$ cat config.mk
export PLATFORM = sky130hd
export DESIGN_NAME = mux_select_arbiter
export DESIGN_NICKNAME = d
export VERILOG_FILES = /design/src/rtl/mux_select_arbiter.sv
export SDC_FILE = /design/constraint.sdc
export NUM_CORES = 1
export LEC_CHECK = 0
export CORE_MARGIN = 2
export CORE_UTILIZATION = 40
export DETAILED_ROUTE_END_ITERATION = 10
export GPL_TIMING_DRIVEN = 0
export PLACE_DENSITY = 0.66
export SETUP_SLACK_MARGIN = 0.4
export SLEW_MARGIN = 20
export SYNTH_ARGS = -nofsm -noshare
export SYNTH_HDL_FRONTEND = slang
export SYNTH_SLANG_ARGS = --single-unit
$ cat constraint.sdc
create_clock -name clk -period 2.4 [get_ports clk]
set_input_delay 0.48 -clock clk [delete_from_list [all_inputs] [get_ports clk]]
set_output_delay 0.48 -clock clk [all_outputs]
set_load 0.02 [all_outputs]
$ cat src/rtl/mux_select_arbiter.sv
// Round-robin arbiter steering a shared 4:1 mux, with a per-owner hold limit
// so that a continuously requesting unit cannot starve the others.
module mux_select_arbiter #(
    parameter int unsigned MAX_HOLD = 4,
    parameter int unsigned CNT_W    = 4
) (
    input  logic             clk,
    input  logic             reset_n,
    input  logic [3:0]       req,
    output logic [3:0]       gnt,
    output logic [1:0]       sel,
    output logic             busy,
    output logic [CNT_W-1:0] hold_cnt
);

    localparam logic [0:0] stIdle  = 1'b0;
    localparam logic [0:0] stGrant = 1'b1;

    localparam logic [CNT_W-1:0] holdMax = CNT_W'(MAX_HOLD);

    logic [0:0]       stateQ, stateD;
    logic [1:0]       lastOwnerQ, lastOwnerD;
    logic [3:0]       gntQ, gntD;
    logic [1:0]       selQ, selD;
    logic [CNT_W-1:0] holdQ, holdD;

    logic [3:0] candReq;
    logic       winValid;
    logic [1:0] winIdx;
    logic [1:0] probe;
    logic       ownerReq;
    logic       holdLimit;

    // While granted, the owner is excluded so a preemption always picks someone else.
    always_comb begin
        candReq = req;
        if (stateQ == stGrant) begin
            candReq = req & ~(4'b0001 << lastOwnerQ);
        end
    end

    // Scan from farthest to nearest so the nearest candidate after lastOwner wins.
    always_comb begin
        winValid = 1'b0;
        winIdx   = lastOwnerQ;
        probe    = lastOwnerQ;
        for (int k = 4; k >= 1; k--) begin
            probe = lastOwnerQ + 2'(k);
            if (candReq[probe]) begin
                winValid = 1'b1;
                winIdx   = probe;
            end
        end
    end

    assign ownerReq  = req[lastOwnerQ];
    assign holdLimit = (holdQ >= holdMax);

    always_comb begin
        stateD     = stateQ;
        lastOwnerD = lastOwnerQ;
        gntD       = gntQ;
        selD       = selQ;
        holdD      = holdQ;
        if ((stateQ == stGrant) && ownerReq && (!holdLimit || !winValid)) begin
            // Owner keeps the path; counter saturates once the limit is reached.
            if (!holdLimit) begin
                holdD = holdQ + CNT_W'(1);
            end
        end else if (winValid) begin
            stateD     = stGrant;
            lastOwnerD = winIdx;
            gntD       = 4'b0001 << winIdx;
            selD       = winIdx;
            holdD      = CNT_W'(1);
        end else begin
            // sel deliberately keeps its last value when the path goes idle.
            stateD = stIdle;
            gntD   = 4'b0000;
            holdD  = '0;
        end
    end

    always_ff @(posedge clk or negedge reset_n) begin
        if (!reset_n) begin
            stateQ     <= stIdle;
            lastOwnerQ <= 2'd3;
            gntQ       <= 4'b0000;
            selQ       <= 2'b00;
            holdQ      <= '0;
        end else begin
            stateQ     <= stateD;
            lastOwnerQ <= lastOwnerD;
            gntQ       <= gntD;
            selQ       <= selD;
            holdQ      <= holdD;
        end
    end

    assign gnt      = gntQ;
    assign sel      = selQ;
    assign busy     = (stateQ == stGrant);
    assign hold_cnt = holdQ;

endmodule

Word level (Yosys, flattened, before mapping)

Index checks and enable logic that the tools add are counted.
W data, S select, Z words.

Shifts and indexed selects: 2
Multiplexer cells: 23
Eq/ne operators: 1
Order comparisons: 5
Add/subtract/negate cells: 4
Bitwise logic cells: 3
Reductions and logical operators: 6

Operator list:

| kind                  | count |
|---|---|
| $mux W4               | 4 |
| $lt A2 B3 Y1 const B  | 4 |
| $mux W1               | 11 |
| $bmux W1 S2           | 5 |
| $shl A1 B2 Y4 const A | 2 |
| $mux W2               | 3 |
| $add A2 B2 Y2 const B | 2 |
| $add A4 B1 Y4 const B | 1 |
| $and A4 B4 Y4         | 1 |
| $ge A4 B3 Y1 const B  | 1 |
| $not A4 Y4            | 1 |
| $add A2 B1 Y2 const B | 1 |
| $logic_and A1 B1 Y1   | 2 |
| $logic_not A1 Y1      | 2 |
| $ne A2 B2 Y1 const B  | 1 |
| $reduce_and A2 Y1     | 1 |
| $logic_or A1 B1 Y1    | 1 |
| $not A1 Y1            | 1 |

Output and inout bits: 11
Register bits: 13
Logic and storage cells: 49

Depth between registers and ports, before layout

Gate-level depths: netlist of run 1.

Word-level depth: 15
Depth in mapped cells: 8
Mapped depth without buffers: 7

Least setup slack after synthesis of run 1

OpenSTA, ideal clock, no wires.

Path type: register to register
Start point: register lastOwnerQ[0]
End point: register gntQ[0] (netlist: gnt[0])
Cell stages (with the launch flop): 9
Path slack: 0.058 ns
Data required time: 2.278 ns
Arrival: 2.220 ns
Cell sequence: dfstp_2 -> buf_6 -> inv_2 -> ha_1 -> mux2_2 -> a211o_1 -> a211o_1 -> a21o_1 -> a32o_1

Cells in the longest elaborated chain, start to end: 13
Elaborated cells on any way between the ends: 30

Ends and longest elaborated chain:

| element                       | RTL line | text |
|---|---|---|
| from (decl)                   | 22       | `logic [1:0] lastOwnerQ, lastOwnerD;` |
| from (signal assigned)        | 93       | `lastOwnerQ <= lastOwnerD;` |
| $shl A1 B2 Y4                 | 38       | `candReq = req & ~(4'b0001 << lastOwnerQ);` |
| $not A4 Y4                    | 38       |  |
| $and A4 B4 Y4                 | 38       |  |
| $mux W4                       | 37       | `if (stateQ == stGrant) begin` |
| $bmux W1 S2                   | 49       | `if (candReq[probe]) begin` |
| $mux W1 (not written as such) | 49       |  |
| $mux W1 (4 in series)         | 49       |  |
| $logic_not A1 Y1              | 65       | `if ((stateQ == stGrant) && ownerReq && (!holdLimit \|\| !winValid)) begin` |
| $logic_or A1 B1 Y1            | 65       |  |
| $logic_and A1 B1 Y1           | 65       |  |
| to (signal assigned)          | 94       | `gntQ <= gntD;` |
| to (decl)                     | 23       | `logic [3:0] gntQ, gntD;` |

Parallel ways exist; a longest one is shown, timed or not. The select of a mux whose other input is x is not followed.
A chain may end at the register's enable or synchronous reset.

Worst setup path in the final report of run 1

Start point: register lastOwnerQ[1]
End point: register gntQ[2] (netlist: gnt[2])

Same word-level chain as after synthesis.

==> results of run 1 <==
cells in the final DEF (no fill, tap or decap), drive strengths merged, types with 5 or more instances in the layout:
cell type / synthesis / layout
nor2: 11 / 11
a21oi: 5 / 5
inv: 7 / 7
nand2: 6 / 6
clkdlybuf4s50: 0 / 16
buf: 2 / 21
ha: 5 / 5
mux2: 5 / 5
dfrtp: 11 / 11
mux2i: 6 / 6
o21ai: 5 / 5
worst max-delay path: stages (launching register included):
cell and delay (ns):
dfstp_2 0.58, inv_4 0.08, ha_2 0.21, mux2_4 0.28, a211oi_4 0.37, o311ai_4 0.16, and3_2 0.25, a32o_1 0.25
repair_timing:
item | CTS | global route
pin swaps | 5 | 12
setup buffers | 9 | 10
gates cloned | 0 | 0
resized for setup | 10 | 33
endpoints found under the setup margin | 11 | 11
where the power goes:
group	internal, W	switching [W]	leakage [nW]
clock	0.0000648	0.0000839	0.0150
sequential	0.000327	0.0000654	0.157
combinational	0.00105	0.000970	0.467
path summary, 6_finish.rpt:
kind,start,to,slack (ns)
max reg2reg,lastOwnerQ[1],gnt[2],0.12
min reg2reg,gnt[2],gnt[2],0.51
max,lastOwnerQ[1],gnt[2],0.12
min,gnt[2],gnt[2],0.51
min in group asynchronous,reset_n,hold_cnt[3],0.56
max in group asynchronous,reset_n,gnt[1],1.45
metal layers:
| metal | GRT usage [%] | up-vias | routed length [um] |
|---|---|---|---|
| met5 | 0 | - | 0 |
| met4 | 7.895 | 0 | 72 |
| met3 | 2.586 | 10 | 90 |
| met2 | 31.84 | 19 | 1237 |
| met1 | 26.23 | 426 | 1167 |
| li1 | - | 430 | - |
cells by family after synthesis:
| kind of cell | count (synthesis) |
|---|---|
| adders and majority gates | 5 |
| xor gates and xnor gates | 1 |
| muxes | 11 |
| AOI/OAI and AO/OA | 32 |
| DFF | 13 |
| buffers and inverters | 9 |
| and+or+nand+nor | 24 |
final cells by class:
cell class | count | area, um2 | area share, %
Multi-Input combinational cell | 73 | 716.9 | 48.11
Sequential cell | 13 | 327.8 | 22.00
Timing Repair Buffer | 35 | 321.6 | 21.58
Inverter | 7 | 36.28 | 2.435
Tap cell | 28 | 35.03 | 2.351
Clock buffer | 4 | 26.28 | 1.763
Buffer | 2 | 26.28 | 1.763
through the flow:
step,setup TNS [ns],cell area [um2],setup slack (ns)
after global routing,0,1490,0.05222
after detailed placement,-0.09995,1126,-0.06427
after global placement,-0.06261,1126,-0.04205
after CTS,0,1252,0.1502
final,0,1490,0.1240
after floorplan,0,930.9,0.09526
synthesized netlist by cell type (all sizes together) (3+ instances only):
library cell  number  share of area [%]
o21ai              5                2.7
a211oi             4                3.8
dfrtp             11                 30
nand2b             3                2.1
mux2               5                6.6
a21oi              5                2.7
nand2              6                2.5
mux2i              6                6.6
ha                 5                6.9
a21o               3                2.7
inv                7                2.9
nor2              11                4.5
state kept, by name, indices dropped and copies added, names as in the netlist:
name,count
lastOwnerQ,2
gnt,4
busy,1
hold_cnt,4
sel,2
==> run summary, run 1 <==
- **run status** finished, final reports clean
- **final setup vio count** 0
- **IO Count** 17
- **main combinational cell family by area after synthesis** compound AO/OA/AOI/OAI gates
- **Worst Path Class, Setup** reg -> reg
- **count of warnings emitted by yosys** 0
- **via count of the first global-routing pass** 870
- **post-detailed-route via-to-cell ratio** 5.463
- **global-route usage over all layers** 19.57%
- **per-cell routed wire length** 15.86 um
- **cell row count** 17
- **Inserted Diodes** 0
- **number of synthesized register bits** 13
- **Area growth, synth to finish** 63.37%
- **worst-path maximum fanout** 6
- **CTS tree** built
- **Starting Density** 41.63%
- **summed instance area of the synthesized netlist** 912.1 um2
- **net count of the finished layout** 146
- **maximum vdd ir drop** 0.0009622 V
- **Worst-path clk slew** 0.09 ns
- **Critical Path RT** 2.58 ns
- **cell count after placement** 139
- **Util after Layout** 68.02%
- **cell count after synthesis** 95
- **fraction of the mapped netlist area in compound gates** 25.93%
- **number of enable-type register cells in the synthesized netlist** 0
- **type of the tightest min-delay check** reg -> reg
- **fraction of layout cells with a size suffix above 1** 44.78%
- **global-route wire length before repair** 3891 um
- **first-pass detailed-route iteration total** 4
- **max-capacitance violation count** 0
- **post-synthesis share of cell area spent on full adders, half adders and majority gates** 6.859%
- **number of instances on the worst hold path** 1
- **path depth of the worst reg2reg path** 7
- **largest net degree at the start of global routing** 14
- **arrival time worst endpoint** 2.46 ns
- **gr ovfl total** 0
- **Cell variety after synth** 34
- **Simple-Gate Fraction of Synth Area** 11.80%
- **total clock buffers created by CTS** 3
- **hold bufs inserted after CTS** 0
- **areal power density over the cells** 1718 nW/um2
- **DRC violation total after the first TritonRoute iteration** 10
- **number of clock sinks** 13
- **sequential share of the synthesized area** 35.94%
- **Synth Flop Type** dfrtp_1
- **buffers added on ports** 16
- **post-synthesis async set-or-reset flop share** 100.0%
- **mean cell area of the mapped netlist** 9.601 um2
- **type of destination of the critical path** register
- **insertion delay to the later sink of the worst-skew pair** 0.29 ns
- **Max Slew Vio Count** 0
- **final-layout fill cell count** 172
- **total design power** 0.002560 W
- **Pleak** 0.6385 nW
- **DRC violation count after routing** 0
- **worst-case headroom to the max-slew limit** 60.04%
- **full die area** 2678 um2
- **clock tree root driver cell** clkbuf_4
- **final non-filler cell total** 162
- **core area** 2191 um2
- **overall die width** 51.75 um
- **part of the cycle the worst path needs** 94.83%
- **RSZ-0062 raised after global routing** yes
- **crit start category** register
- **xor/xnor cell area share of the yosys netlist** 0.9602%
- **number of vias in the routed layout** 885
- **minimum clock period after layout** 2.276 ns
- **Worst Hold Slack** 0.5113 ns
- **final hold violations** 0
- **H-Tree Level Count** 1
- **Vert. Die Dim** 51.75 um
- **CTS max path bufs** 2
- **highest clock frequency the design can meet** 439.4 MHz
- **post-DP HPWL** 1476 um
- **antenna viol nets, final** 0
- **Worst Tran Pin Value** 0.5975 ns
- **wire length reported by the detailed router** 2569 um
- **share of synthesized area spent on multiplexers** 13.17%
- **clock tree skew after final layout** 0.004704 ns
- **antenna violations before repair** 0
- **number of nets in the synthesized netlist** 106
- **Final GP Congestion** 0.8100
Power figures use the tool's default switching activity.
==> run 2, diff against run 1 <==
--- a/config.mk
+++ b/config.mk
@@ -11,7 +11,6 @@
 export GPL_TIMING_DRIVEN = 0
 export PLACE_DENSITY = 0.66
 export SETUP_SLACK_MARGIN = 0.4
-export SLEW_MARGIN = 20
 export SYNTH_ARGS = -nofsm -noshare
 export SYNTH_HDL_FRONTEND = slang
 export SYNTH_SLANG_ARGS = --single-unit
==> results of run 2 <==
Same layout as run 1: the final DEF is identical, and so are final timing and power.
==> run 3, diff against run 2 <==
--- a/config.mk
+++ b/config.mk
@@ -5,7 +5,6 @@
 export SDC_FILE = /design/constraint.sdc
 export NUM_CORES = 1
 export LEC_CHECK = 0
-export CORE_MARGIN = 2
 export CORE_UTILIZATION = 40
 export DETAILED_ROUTE_END_ITERATION = 10
 export GPL_TIMING_DRIVEN = 0
==> run summary, run 3 (same netlist as run 1, synthesis figures left out) <==
- **overall die width** 49.75 um, -3.9%
- **wire length reported by the detailed router** 2333 um, -9.2%
- **IO Count** 17, unchanged
- **final-layout fill cell count** 167, -2.9%
- **startpoint of the most critical setup path** lastOwnerQ[0]
- **final non-filler cell total** 156, -3.7%
- **post-DP HPWL** 1425 um, -3.5%
- **max-capacitance violation count** 0, unchanged
- **Inserted Diodes** 0, unchanged
- **Placement Cell Area** 1125 um2, -0.11%
- **path depth of the worst reg2reg path** 10, +3
- **gr ovfl total** 0, unchanged
- **arrival time worst endpoint** 2.43 ns, -0.03 ns
- **family of cells with the greatest summed delay on the critical path** compound AO/OA/AOI/OAI gates
- **capture instance of the worst register-to-register path** gnt[1]
- **type of the tightest min-delay check** reg -> reg
- **number of clock sinks** 13, unchanged
- **via count of the first global-routing pass** 794, -8.7%
- **most numerous cell on the critical path** a211o_1
- **CTS tree** built
- **Worst-path clk slew** 0.09 ns, about the same
- **post-detailed-route via-to-cell ratio** 5.429, -0.61%
- **number of buffers and inverters on the critical path** 4, +3
- **CTS max path bufs** 2, unchanged
- **largest stage delay on the critical path** 0.55 ns, -0.03 ns
- **global-route wire length before repair** 3698 um, -5.0%
- **antenna viol nets, final** 0, unchanged
- **destination of the critical timing path** gnt[1]
- **clock tree skew after final layout** 0.006450 ns, +0.001746 ns
- **final setup vio count** 0, unchanged
- **core area** 2042 um2, -6.8%
- **maximum vdd ir drop** 0.0009853 V, +2.4%
- **Reg-to-Reg Start** lastOwnerQ[0]
- **part of the cycle the worst path needs** 94.35%, -0.48 points
- **most common cell after layout, fill and taps aside** clkdlybuf4s50_1
- **RSZ-0062 raised after global routing** yes
- **type of destination of the critical path** register
- **buffers added on ports** 16, unchanged
- **DRC violation count after routing** 0, unchanged
- **Worst Hold Slack** 0.4983 ns, -0.01305 ns
- **slowest cell on the critical path** dfstp_2
- **highest clock frequency the design can meet** 441.6 MHz, +0.51%
- **per-cell routed wire length** 14.96 um, -5.7%
- **WP depth** 10, +3
- **worst-case headroom to the max-slew limit** 60.53%, +0.49 points
- **total design power** 0.002270 W, -11%
- **first-pass detailed-route iteration total** 4, unchanged
- **total clock buffers created by CTS** 3, unchanged
- **Critical Path RT** 2.56 ns, -0.02 ns
- **H-Tree Level Count** 1, unchanged
- **number of vias in the routed layout** 847, -4.3%
- **fraction of layout cells with a size suffix above 1** 38.76%, -6.0 points
- **cell breakdown of the critical path** buf_8, inv_8, ha_4, mux2_4, a211o_1, a211o_1, buf_4, buf_6, a22oi_2, a22oi_1
- **areal power density over the cells** 1672 nW/um2, -2.7%
- **Vert. Die Dim** 49.75 um, -3.9%
- **global-route usage over all layers** 19.71%, +0.14 points
- **worst slack at placement** -0.07839 ns, -0.01412 ns
- **reg-to-reg setup timing slack** 0.14 ns, about the same
- **full die area** 2475 um2, -7.6%
- **hold bufs inserted after CTS** 0, unchanged
- **clock tree root driver cell** clkbuf_4
- **Pleak** 0.5939 nW, -7.0%
- **Worst Tran Pin Value** 0.5902 ns, -0.007306 ns
- **worst-path maximum fanout** 4, -2
- **run status** finished, final reports clean
- **post-route cell area** 1358 um2, -8.9%
- **Worst Path Class, Setup** reg -> reg
- **footprint of the multi-input gates** 640.6 um2, -11%
- **Final GP Congestion** 0.7704, -4.9%
- **antenna violations before repair** 0, unchanged
- **DRC violation total after the first TritonRoute iteration** 22, +12
- **insertion delay to the later sink of the worst-skew pair** 0.28 ns, about the same
- **area taken by flip-flops and latches** 327.8 um2, unchanged
- **crit start category** register
- **minimum clock period after layout** 2.264 ns, -0.01155 ns
- **commonest cells after routing, fill and taps aside** clkdlybuf4s50_1 (16), buf_4 (13), dfrtp_1 (11), nor2_1 (10)
- **largest net degree at the start of global routing** 14, unchanged
- **Starting Density** 44.67%, +3.0 points
- **cell row count** 16, -1
- **final hold violations** 0, unchanged
- **Area growth, synth to finish** 48.83%
- **worst path setup slack after routing** 0.1356 ns, +0.01155 ns
- **Max Slew Vio Count** 0, unchanged
- **net count of the finished layout** 141, -3.4%
- **cell count after placement** 138, -0.72%
[run 3: timing repair]
action                     4_1_cts  5_1_grt
pin swaps                        7        7
setup endpoints to repair        9        9
resized for setup               12       12
buffers inserted                 8        6
[run 3: report_power, final]
group	leakage [nW]	internal, W	switching (W)
Sequential	0.157	0.000327	0.0000557
Clock	0.0150	0.0000644	0.0000737
Combinational	0.422	0.000871	0.000879
Total	0.594	0.00126	0.00101
[run 3: worst min path at each step]
| stage | from | to | slack (ns) | cells past startpoint |
|---|---|---|---|---|
| after floorplan | reset_n | busy | 0.18 | 0 |
| after global placement | gnt[0] | gnt[0] | 0.48 | 1 |
| after detailed placement | gnt[0] | gnt[0] | 0.49 | 1 |
| after CTS | gnt[0] | gnt[0] | 0.50 | 1 |
| after global routing | gnt[0] | gnt[0] | 0.54 | 1 |
| final | gnt[0] | gnt[0] | 0.50 | 1 |
[run 3: through the flow]
stage,utilization [%],TNS [ns]
after floorplan,-,0
after global placement,55.09,-0.1040
after detailed placement,55.09,-0.1461
after CTS,61.34,0
after global routing,66.48,0
final,66.48,0
[run 3: layer usage]
metal  up-vias  wire (um)  global-route usage [%]  part of all wire, %
met3         0         92                   4.321                  3.9
met4         0          0                   4.286                    0
met5         -          0                       0                    0
met2        12       1109                   29.95                   48
li1        418          -                       -                    -
met1       417       1132                   28.35                   49
[run 3: layout make-up]
cell class | count | share of cell area, %
tap | 27 | 2.488
buffer | 2 | 1.935
sequential | 13 | 24.15
multi-input combinational | 73 | 47.19
timing repair buffer | 30 | 19.82
clock buffer | 4 | 1.935
inverter | 7 | 2.488
